File: config.mk
export PLATFORM = sky130hd
export DESIGN_NAME = priority_encoder_rr
export DESIGN_NICKNAME = d
export VERILOG_FILES = /design/src/rtl/priority_encoder_rr.sv
export SDC_FILE = /design/constraint.sdc
export NUM_CORES = 1
export LEC_CHECK = 0
export BUFFER_PORTS_ARGS = -buffer_cell sky130_fd_sc_hd__buf_2
export CORE_AREA = 2 2 39 41
export CTS_CLUSTER_DIAMETER = 50
export CTS_CLUSTER_SIZE = 8
export DETAILED_ROUTE_END_ITERATION = 7
export DIE_AREA = 0 0 41 43
export PLACE_DENSITY = 0.61
export SYNTH_ARGS = -nofsm -noshare
export SYNTH_HDL_FRONTEND = slang
export SYNTH_SLANG_ARGS = --single-unit
export TNS_END_PERCENT = 10
File: constraint.sdc
create_clock -name clk -period 1.9 [get_ports clk]
set_input_delay 0.285 -clock clk [delete_from_list [all_inputs] [get_ports clk]]
set_output_delay 0.285 -clock clk [all_outputs]
set_load 0.01 [all_outputs]
File: src/rtl/priority_encoder_rr.sv
// Request accumulator with a registered grant: fixed-priority (highest index wins)
// or round-robin selection over captured requests, handed off through a valid/ready pair.
module priority_encoder_rr #(
    parameter  int N = 4,
    localparam int W = ($clog2(N) > 1) ? $clog2(N) : 1
) (
    input  logic         clk,
    input  logic         rst_n,
    input  logic [N-1:0] din,
    input  logic         in_en,
    input  logic         rr_mode,
    input  logic         out_ready,
    output logic [W-1:0] qout,
    output logic         out_valid,
    output logic [N-1:0] pending,
    output logic         idle
);

    logic [N-1:0] pending_q, pending_d;
    logic         out_valid_q, out_valid_d;
    logic [W-1:0] qout_q, qout_d;
    logic [W-1:0] ptr_q, ptr_d;

    logic         load_s;
    logic [W-1:0] fix_idx_s;
    logic [W-1:0] rr_idx_s;
    logic [W-1:0] cand_s;
    logic         rr_found_s;
    logic [W-1:0] grant_s;
    logic [N-1:0] clr_s;

    assign load_s  = (pending_q != {N{1'b0}}) && (!out_valid_q || out_ready);
    assign grant_s = rr_mode ? rr_idx_s : fix_idx_s;

    // Fixed priority: ascending scan, so the highest set index is the last one kept
    always_comb begin
        fix_idx_s = {W{1'b0}};
        for (int i = 0; i < N; i++) begin
            if (pending_q[i]) begin
                fix_idx_s = W'(i);
            end else begin
                fix_idx_s = fix_idx_s;
            end
        end
    end

    // Round-robin: first set bit after ptr, wrapping modulo N (not 2^W)
    always_comb begin
        rr_idx_s   = {W{1'b0}};
        rr_found_s = 1'b0;
        cand_s     = {W{1'b0}};
        for (int k = 1; k <= N; k++) begin
            cand_s = W'((int'(ptr_q) + k) % N);
            if (!rr_found_s && pending_q[cand_s]) begin
                rr_idx_s   = cand_s;
                rr_found_s = 1'b1;
            end else begin
                rr_found_s = rr_found_s;
            end
        end
    end

    // One-hot clear of the bit granted on this edge
    always_comb begin
        clr_s = {N{1'b0}};
        if (load_s) begin
            clr_s[grant_s] = 1'b1;
        end else begin
            clr_s = {N{1'b0}};
        end
    end

    // Next-state: capture is OR-ed in after the clear, so set wins over clear
    always_comb begin
        pending_d   = (pending_q & ~clr_s) | (in_en ? din : {N{1'b0}});
        out_valid_d = out_valid_q;
        qout_d      = qout_q;
        ptr_d       = ptr_q;
        if (load_s) begin
            out_valid_d = 1'b1;
            qout_d      = grant_s;
            ptr_d       = grant_s;
        end else if (out_valid_q && out_ready) begin
            out_valid_d = 1'b0;
        end else begin
            out_valid_d = out_valid_q;
        end
    end

    // State registers; ptr resets to N-1 so the first round-robin scan begins at 0
    always_ff @(posedge clk or negedge rst_n) begin
        if (!rst_n) begin
            pending_q   <= {N{1'b0}};
            out_valid_q <= 1'b0;
            qout_q      <= {W{1'b0}};
            ptr_q       <= W'(N - 1);
        end else begin
            pending_q   <= pending_d;
            out_valid_q <= out_valid_d;
            qout_q      <= qout_d;
            ptr_q       <= ptr_d;
        end
    end

    assign qout      = qout_q;
    assign out_valid = out_valid_q;
    assign pending   = pending_q;
    assign idle      = (pending_q == {N{1'b0}}) && !out_valid_q;

endmodule
; ---- Word level (Yosys, flattened, before mapping)
; Index checks and enable logic that the tools add are counted.
[word_totals]
elab_cells = 57
register_bits = 9
in_bits = 9
[op_classes]
bitwise_logic = 3
addsub = 4
muxes = 25
n_lt_le_gt_ge = 6
reduce_logical = 15
[op_table]
columns = op, count
row1 = $lt A2 B3 Y1 const B, 5
row2 = $mux W2, 7
row3 = $mux W1, 11
row4 = $bmux W1 S2, 4
row5 = $mux W4, 2
row6 = $logic_and A1 B1 Y1, 7
row7 = $add A2 B1 Y2 const B, 2
row8 = $add A2 B2 Y2 const B, 2
row9 = $and A4 B4 Y4, 1
row10 = $logic_not A1 Y1, 4
row11 = $logic_not A4 Y1, 1
row12 = $not A4 Y4, 1
row13 = $or A4 B4 Y4, 1
row14 = $reduce_bool A4 Y1, 1
row15 = $demux W1 S2, 1
row16 = $ge A2 B1 Y1 const B, 1
row17 = $reduce_bool A2 Y1, 1
row18 = $logic_or A1 B1 Y1, 1

; ---- Depth between registers and ports, before layout
; Gate-level depths: netlist (run 1).
[depth]
depth_word = 22
ltp_mapped = 6
mapped_depth_nobuf = 5

; ---- Worst setup path after synthesis (run 1)
; OpenSTA, ideal clock, no wires.
[synth_timing]
path_type = register -> register
startpoint = reg ptr_q[1]
endpoint = reg qout_q[0] (netlist: qout[0])
t_required_ns = 1.782
period_less_slack_ns = 1.728
arrival_time_ns = 1.610
stages_incl_launch_ff = 7
setup_slack_ns = 0.172
path_cell_list = dfstp_2 buf_6 mux2i_1 a22o_1 a221o_1 and2_4 a21o_1
[synth_between]
elab_chain_cells = 14
elab_cells_between_ends = 26
cone_classes = add/sub: 4 / mux: 16 / reduce/logical: 6
[synth_rtl]
columns = item, line_no
row1 = "start, declared", 22  ; logic [W-1:0] ptr_q, ptr_d;
row2 = "start signal, assigned", 96  ; ptr_q <= W'(N - 1);
row3 = "start signal, assigned", 101  ; ptr_q <= ptr_d;
row4 = $add A2 B1 Y2, 53  ; cand_s = W'((int'(ptr_q) + k) % N);
row5 = $bmux W1 S2, 54  ; if (!rr_found_s && pending_q[cand_s]) begin
row6 = $mux W1 (not written as such), 54
row7 = $mux W1, 54
row8 = $logic_not A1 Y1, 54
row9 = $logic_and A1 B1 Y1, 54
row10 = $mux W1, 54
row11 = $logic_not A1 Y1, 54
row12 = $logic_and A1 B1 Y1, 54
row13 = $mux W1, 54
row14 = $logic_not A1 Y1, 54
row15 = $logic_and A1 B1 Y1, 54
row16 = $mux W2 *, 54
row17 = $mux W2 *, 33  ; assign grant_s = rr_mode ? rr_idx_s : fix_idx_s;
row18 = "end signal, assigned", 95  ; qout_q <= {W{1'b0}};
row19 = "end signal, assigned", 100  ; qout_q <= qout_d;
row20 = "end, declared", 21  ; logic [W-1:0] qout_q, qout_d;
; Every way passes the cells marked *; elsewhere a longest branch is shown, timed or not. The select of a mux whose other input is x is not followed.
; A chain may end at the register's enable or synchronous reset.

; ---- Final worst setup path (run 1)
[layout_timing]
startpoint = reg pending_q[2] (netlist: pending[2])
endpoint = out idle
[layout_between]
elab_chain_cells = 2
[layout_rtl]
columns = item, line_no
row1 = "start, declared", 19  ; logic [N-1:0] pending_q, pending_d;
row2 = "start signal, assigned", 93  ; pending_q <= {N{1'b0}};
row3 = "start signal, assigned", 98  ; pending_q <= pending_d;
row4 = $logic_not A4 Y1, 108  ; assign idle = (pending_q == {N{1'b0}}) && !out_valid_q;
row5 = $logic_and A1 B1 Y1, 108
row6 = "end, declared", 16  ; output logic idle
; No other way between the ends.

==> results.cfg, run 1 <==
[clock_tree]
cts_tree = built
clk_latency_ns = 0.26
numCtsBuffers = 3
clockBufferDepth = 2
path_clk_slew_ns = 0.06
cts.sinks = 9
cts-root-buf = clkbuf_4
htreeDepth = 1

[global_route]
overflow = 0
grt_pass1_wl_mm = 2.09
grtUsageTotal_pct = 17.9
antenna_found_initial = 0
grt_max_degree = 13
grt_pass1_vias = 479

[logic_synthesis]
ys_types = 27
synth_area_um2 = 533
postSynthAreaPerCell_um2 = 8.88
syn_inst = 60
yosys_warnings = 0
synth_nets = 69
ys_ff_latch = 9
ys_seq_area_share_pct = 42.7

[setup_path]
crit_path_end_kind = output pin
worstPathArrival_ns = 1.53
slowest_delay_ns = 0.59
path_class = register to output pin
cp_slowest_cell = or4_4
worstPathMaxFanout = 8
critPathLaunchType = register
cp_data_required_time_ns = 1.62
path_cells = or4_4 > nor2_1 > buf_2

[timing]
finalSetupViolations = 0
period_share_pct = 95.4
worst-slew-pin-transition_ns = 0.264
min_period_ns = 1.81
max-slew-margin-rel_pct = 82.4
setup_slack_ns = 0.0876
fmax_ghz = 0.552
fin_hold_ws_ns = 0.216
final-max-slew-violation-count = 0
hold_viol_final = 0
final.setup_skew_ns = 0.000414
tns_ns = 0

[pwr]
power_density_nw_per_um2 = 1590
leakagePower_nw = 0.317
p_int_uw = 641
power.total_mw = 1.09
pwr-share-clk_pct = 13.6
vdd_drop_max_mv = 0.643
switching_share_pct = 41.1
pwr-share-seq_pct = 38.8
p_switching_uw = 447
comb_power_share_pct = 47.6

[placed_design]
dp_hpwl_um = 905
place_ws_ns = 0.106
post_dp_cell_area_um2 = 624
io_buffers = 16
dp.cells = 91
gp_congestion = 0.738

[finish]
syn_to_final_growth_pct = 28.6
final_nets = 92
postLayoutCoreUtil_pct = 49.5
antenna_cells = 0
stdcell_area_um2 = 686
final_cell_count_no_fill = 98
drive_gt1_share_pct = 34.1

[floorplanning]
num_io_pins = 17
rows = 14
start_util_pct = 38.5
coreArea_um2 = 1380
die-area_um2 = 1760
fp.dieH_um = 43
fp.dieW_um = 41

[drt]
vias_per_cell = 5.36
wl_per_cell_um = 13.1
dr.pass1.iters = 2
vias = 525
first_iter_violations = 5
drc = 0
drt_wl_total_mm = 1.28
ant_nets = 0

[job]
drv_cap = 0

[hold_path]
hp-class = primary input to register

[outcome]
status = complete, no violations
[placed cells by master, fill, tap and decap left out, drive strengths merged]
cell type / count
nor2: 7
or3: 1
dfstp: 2
nand4: 1
o22ai: 1
or4: 1
dfrtp: 7
dlygate4sd3: 1
buf: 19
nor2b: 1
o21a: 1
nor3b: 1
o31ai: 2
clkbuf: 4
a211oi: 1
nand2: 7
nand3: 1
and2: 2
a22o: 3
mux2i: 2
nor3: 1
a21o: 2
a21oi: 5
inv: 1
a221o: 1
nand2b: 5
o21ai: 2
[power by group through the flow]
| stage | sequential [mW] | combinational [mW] | clock [mW] |
|---|---|---|---|
| after CTS | 0.416 | 0.475 | 0.151 |
| final | 0.422 | 0.518 | 0.148 |
| after global placement | 0.422 | 0.467 | 0 |
| after floorplan | 0.399 | 0.351 | 0 |
| after global routing | 0.443 | 0.578 | 0.163 |
| after detailed placement | 0.420 | 0.469 | 0 |
[sequential cells by signal, indices dropped and copies added, names as in the netlist]
name	count
out_valid	1
pending	4
ptr_q	2
qout	2
[worst paths after layout]
check / startpoint / end / slack [ns] / depth (start not counted)
max: pending[2]$_DFF_PN0_ / idle / 0.09 / 3
min: din[0] / pending[0]$_DFF_PN0_ / 0.22 / 3
max reg2reg: ptr_q[0]$_DFFE_PN1P_ / qout[0]$_DFFE_PN0P_ / 0.10 / 5
min reg2reg: qout[0]$_DFFE_PN0P_ / qout[0]$_DFFE_PN0P_ / 0.48 / 1
max in group asynchronous: rst_n / ptr_q[0]$_DFFE_PN1P_ / 1.24 / 2
min in group asynchronous: rst_n / qout[1]$_DFFE_PN0P_ / 0.41 / 2
[per-layer routing]
metal / wire [µm] / up-vias / global-route usage (%)
li1: - / 260 / -
met1: 601 / 250 / 25.9
met2: 597 / 13 / 23.4
met3: 67 / 2 / 2.09
met4: 15 / 0 / 13.3
met5: 0 / - / 0
[layout make-up]
type | instances | area [µm²]
clock buffer | 4 | 26.3
timing repair buffer | 20 | 113
tap | 16 | 20.0
sequential | 9 | 229
fill | 136 | 698
inverter | 1 | 3.75
multi-input combinational | 48 | 294
[cell usage after synthesis]
| cell | instances | share of area [%] |
|---|---|---|
| a211oi_1 | 1 | 1.4 |
| a21o_1 | 2 | 2.8 |
| a21oi_1 | 5 | 4.7 |
| a221o_1 | 1 | 1.9 |
| a22o_1 | 3 | 4.9 |
| and2_1 | 1 | 1.2 |
| and2_4 | 1 | 1.6 |
| buf_2 | 1 | 0.94 |
| buf_6 | 1 | 2.1 |
| dfrtp_1 | 7 | 33 |
| dfstp_2 | 2 | 9.9 |
| inv_1 | 1 | 0.70 |
| mux2i_1 | 2 | 3.8 |
| nand2_1 | 7 | 4.9 |
| nand2b_1 | 5 | 5.9 |
| nand3_1 | 1 | 0.94 |
| nand4_1 | 1 | 1.2 |
| nor2_1 | 7 | 4.9 |
| nor2b_1 | 1 | 1.2 |
| nor3_1 | 1 | 0.94 |
| nor3b_1 | 1 | 1.4 |
| o21a_1 | 1 | 1.4 |
| o21ai_0 | 2 | 1.9 |
| o22ai_1 | 1 | 1.2 |
| o31ai_1 | 2 | 2.8 |
| or3_1 | 1 | 1.2 |
| or4_1 | 1 | 1.4 |
[cell families (layout without fill, tap and decap cells)]
group | Yosys count | in the layout | share of synthesized area (%)
AND/OR/NAND/NOR | 28 | 28 | 26.8
AO/OA/AOI/OAI | 18 | 18 | 23.0
flip-flops | 9 | 9 | 42.7
buffers and inverters | 3 | 25 | 3.75
multiplexers | 2 | 2 | 3.76
[critical path, delay by kind of cell (launching register included)]
| family | cells | cell delay, ns |
|---|---|---|
| flip-flops | 1 | 0.46 |
| AND/OR/NAND/NOR | 2 | 0.68 |
| buffers and inverters | 1 | 0.13 |
[repair_timing]
item	4_1_cts	5_1_grt
endpoints found under the hold margin	7	0
endpoints found under the setup margin	0	4
buffers inserted	0	2
gates resized for setup	0	3
hold buffers	1	0
(Power assumes the default switching activity.)
==> inputs of run 2 (changes only) <==
--- a/config.mk
+++ b/config.mk
@@ -6,12 +6,14 @@
 export NUM_CORES = 1
 export LEC_CHECK = 0
 export BUFFER_PORTS_ARGS = -buffer_cell sky130_fd_sc_hd__buf_2
+export CAP_MARGIN = 20
 export CORE_AREA = 2 2 39 41
 export CTS_CLUSTER_DIAMETER = 50
 export CTS_CLUSTER_SIZE = 8
 export DETAILED_ROUTE_END_ITERATION = 7
 export DIE_AREA = 0 0 41 43
 export PLACE_DENSITY = 0.61
+export RECOVER_POWER = 100
 export SYNTH_ARGS = -nofsm -noshare
 export SYNTH_HDL_FRONTEND = slang
 export SYNTH_SLANG_ARGS = --single-unit
==> run 2 against run 1 <==
Largest power group unchanged. Register-to-register slack hardly changed. Power shrank 0.75%. Largest cell class unchanged. Clock power is essentially flat. Setup slack hardly changed.
==> results.cfg, run 2 (synthesized netlist as in run 1, its figures left out) <==
[drt]
met2RoutedLength_um = 598
drc = 0
first_iter_violations = 5
drt_wl_total_mm = 1.27
wl_met3_um = 64
top_layer = met4
dr.pass1.iters = 2
ant_nets = 0
vias_per_cell = 5.36
wl_met1_um = 595
wl_per_cell_um = 13.0
vias = 525

[setup_path]
path_cells = or4_4 > nor2_1 > buf_2
cp_num_buf_inv = 1
reg2reg_slack_ns = 0.10
slowest_delay_ns = 0.59
critPathLaunchType = register
crit_path_end_kind = output pin
reg2reg_depth = 5
critical_path_depth = 3
r2r_end = qout[0]$_DFFE_PN0P_
cp_top_family = simple AND/OR/NAND/NOR gates
worstPathArrival_ns = 1.53
worstPathMaxFanout = 8
cp_slowest_cell = or4_4
path_class = register to output pin
rr_startpoint = ptr_q[0]$_DFFE_PN1P_
cp_data_required_time_ns = 1.62

[timing]
period_share_pct = 95.4
hold_viol_final = 0
max-slew-margin-rel_pct = 65.0
final.setup_skew_ns = 0.000373
min_period_ns = 1.81
worst-slew-pin-transition_ns = 0.524
finalSetupViolations = 0
fmax_ghz = 0.552
final-max-slew-violation-count = 0
fin_hold_ws_ns = 0.216
setup_slack_ns = 0.0877

[placed_design]
io_buffers = 16
gp_congestion = 0.738
dp_hpwl_um = 905
dp.cells = 91
place_ws_ns = 0.106

[floorplanning]
start_util_pct = 38.5
rows = 14
num_io_pins = 17
fp.dieW_um = 41
die-area_um2 = 1760
coreArea_um2 = 1380
fp.dieH_um = 43

[pwr]
p_switching_uw = 448
pwr-share-seq_pct = 38.9
leakagePower_nw = 0.309
vdd_drop_max_mv = 0.635
power_density_nw_per_um2 = 1590
pwr-share-clk_pct = 13.7
power.total_mw = 1.08
p_int_uw = 633
comb_power_share_pct = 47.4
switching_share_pct = 41.4

[outcome]
status = complete, no violations

[finish]
largest_register_ffs = 4
syn_to_final_growth_pct = 27.5
drive_gt1_share_pct = 28.0
postLayoutCoreUtil_pct = 49.1
antenna_cells = 0
final_cell_count_no_fill = 98
fillers = 136
final_common_cell = buf_2
final_nets = 92
final_cell_mix = buf_2, nand2_1, nor2_1, dfrtp_1

[clock_tree]
cts_tree = built
clockBufferDepth = 2
htreeDepth = 1
cts-root-buf = clkbuf_4
path_clk_slew_ns = 0.06
cts.sinks = 9
clk_latency_ns = 0.26
numCtsBuffers = 3

[hold_path]
min_from = din[0]
hold_depth = 3
hold_end = pending[0]$_DFF_PN0_
hp-class = primary input to register

[global_route]
overflow = 0
grt_pass1_wl_mm = 2.09
grt_max_degree = 13
grt_pass1_vias = 479
grtUsageTotal_pct = 17.9
antenna_found_initial = 0

[job]
drv_cap = 0
==> run 2: cell types whose count changed in the layout (fill, tap and decap cells not counted) <==
cell and delta:
buf_2 -4, dfrtp_1 +1, clkbuf_1 +4, dfrtp_2 -1
==> run 2: layer usage <==
layer	vias up	track usage [%]
li1	260	-
met1	250	25.9
met2	13	23.4
met3	2	2.09
met4	0	13.3
met5	-	0
==> run 2: worst max path at each step <==
| stage | from | end | slack [ns] |
|---|---|---|---|
| after floorplan | ptr_q[1]$_DFFE_PN1P_ | qout[0]$_DFFE_PN0P_ | 0.17 |
| after global placement | ptr_q[1]$_DFFE_PN1P_ | pending[0]$_DFF_PN0_ | 0.11 |
| after detailed placement | ptr_q[1]$_DFFE_PN1P_ | pending[0]$_DFF_PN0_ | 0.11 |
| after CTS | pending[1]$_DFF_PN0_ | idle | 0.04 |
| after global routing | ptr_q[0]$_DFFE_PN1P_ | pending[0]$_DFF_PN0_ | -0.0002 |
| final | pending[2]$_DFF_PN0_ | idle | 0.09 |
==> run 2: worst register-to-register path, stage by stage (launching register included) <==
cell     delay, ns
dfstp_2       0.60
mux2i_1       0.09
a22o_1        0.24
a221o_1       0.43
and2_4        0.20
a21o_1        0.14
==> run 2: metrics by stage <==
step | area [µm²] | setup TNS (ns)
after floorplan | 533 | 0
after global placement | 624 | 0
after detailed placement | 624 | 0
after CTS | 661 | 0
after global routing | 679 | -0.000152
final | 679 | 0
==> run 2: final cells by class <==
| type | instances | area [µm²] | share of cell area [%] |
|---|---|---|---|
| well taps | 16 | 20.0 | 2.95 |
| flip-flops and latches | 9 | 228 | 33.5 |
| multi-input cells | 48 | 294 | 43.3 |
| inverters | 1 | 3.75 | 0.552 |
| repair buffers | 20 | 108 | 15.8 |
| clock buffers | 4 | 26.3 | 3.87 |
==> run 2: timing repair <==
action,in CTS,in global routing
setup buffers,0,2
hold buffers,1,0
setup endpoints to repair,0,4
hold endpoints to repair,7,0
resized for setup,0,3
==> run 2: power groups by stage <==
stage,Combinational (mW),Clock [mW],Sequential (mW)
after floorplan,0.351,0,0.399
final,0.512,0.148,0.420
after detailed placement,0.469,0,0.420
after global routing,0.572,0.163,0.441
after global placement,0.467,0,0.422
after CTS,0.475,0.151,0.416
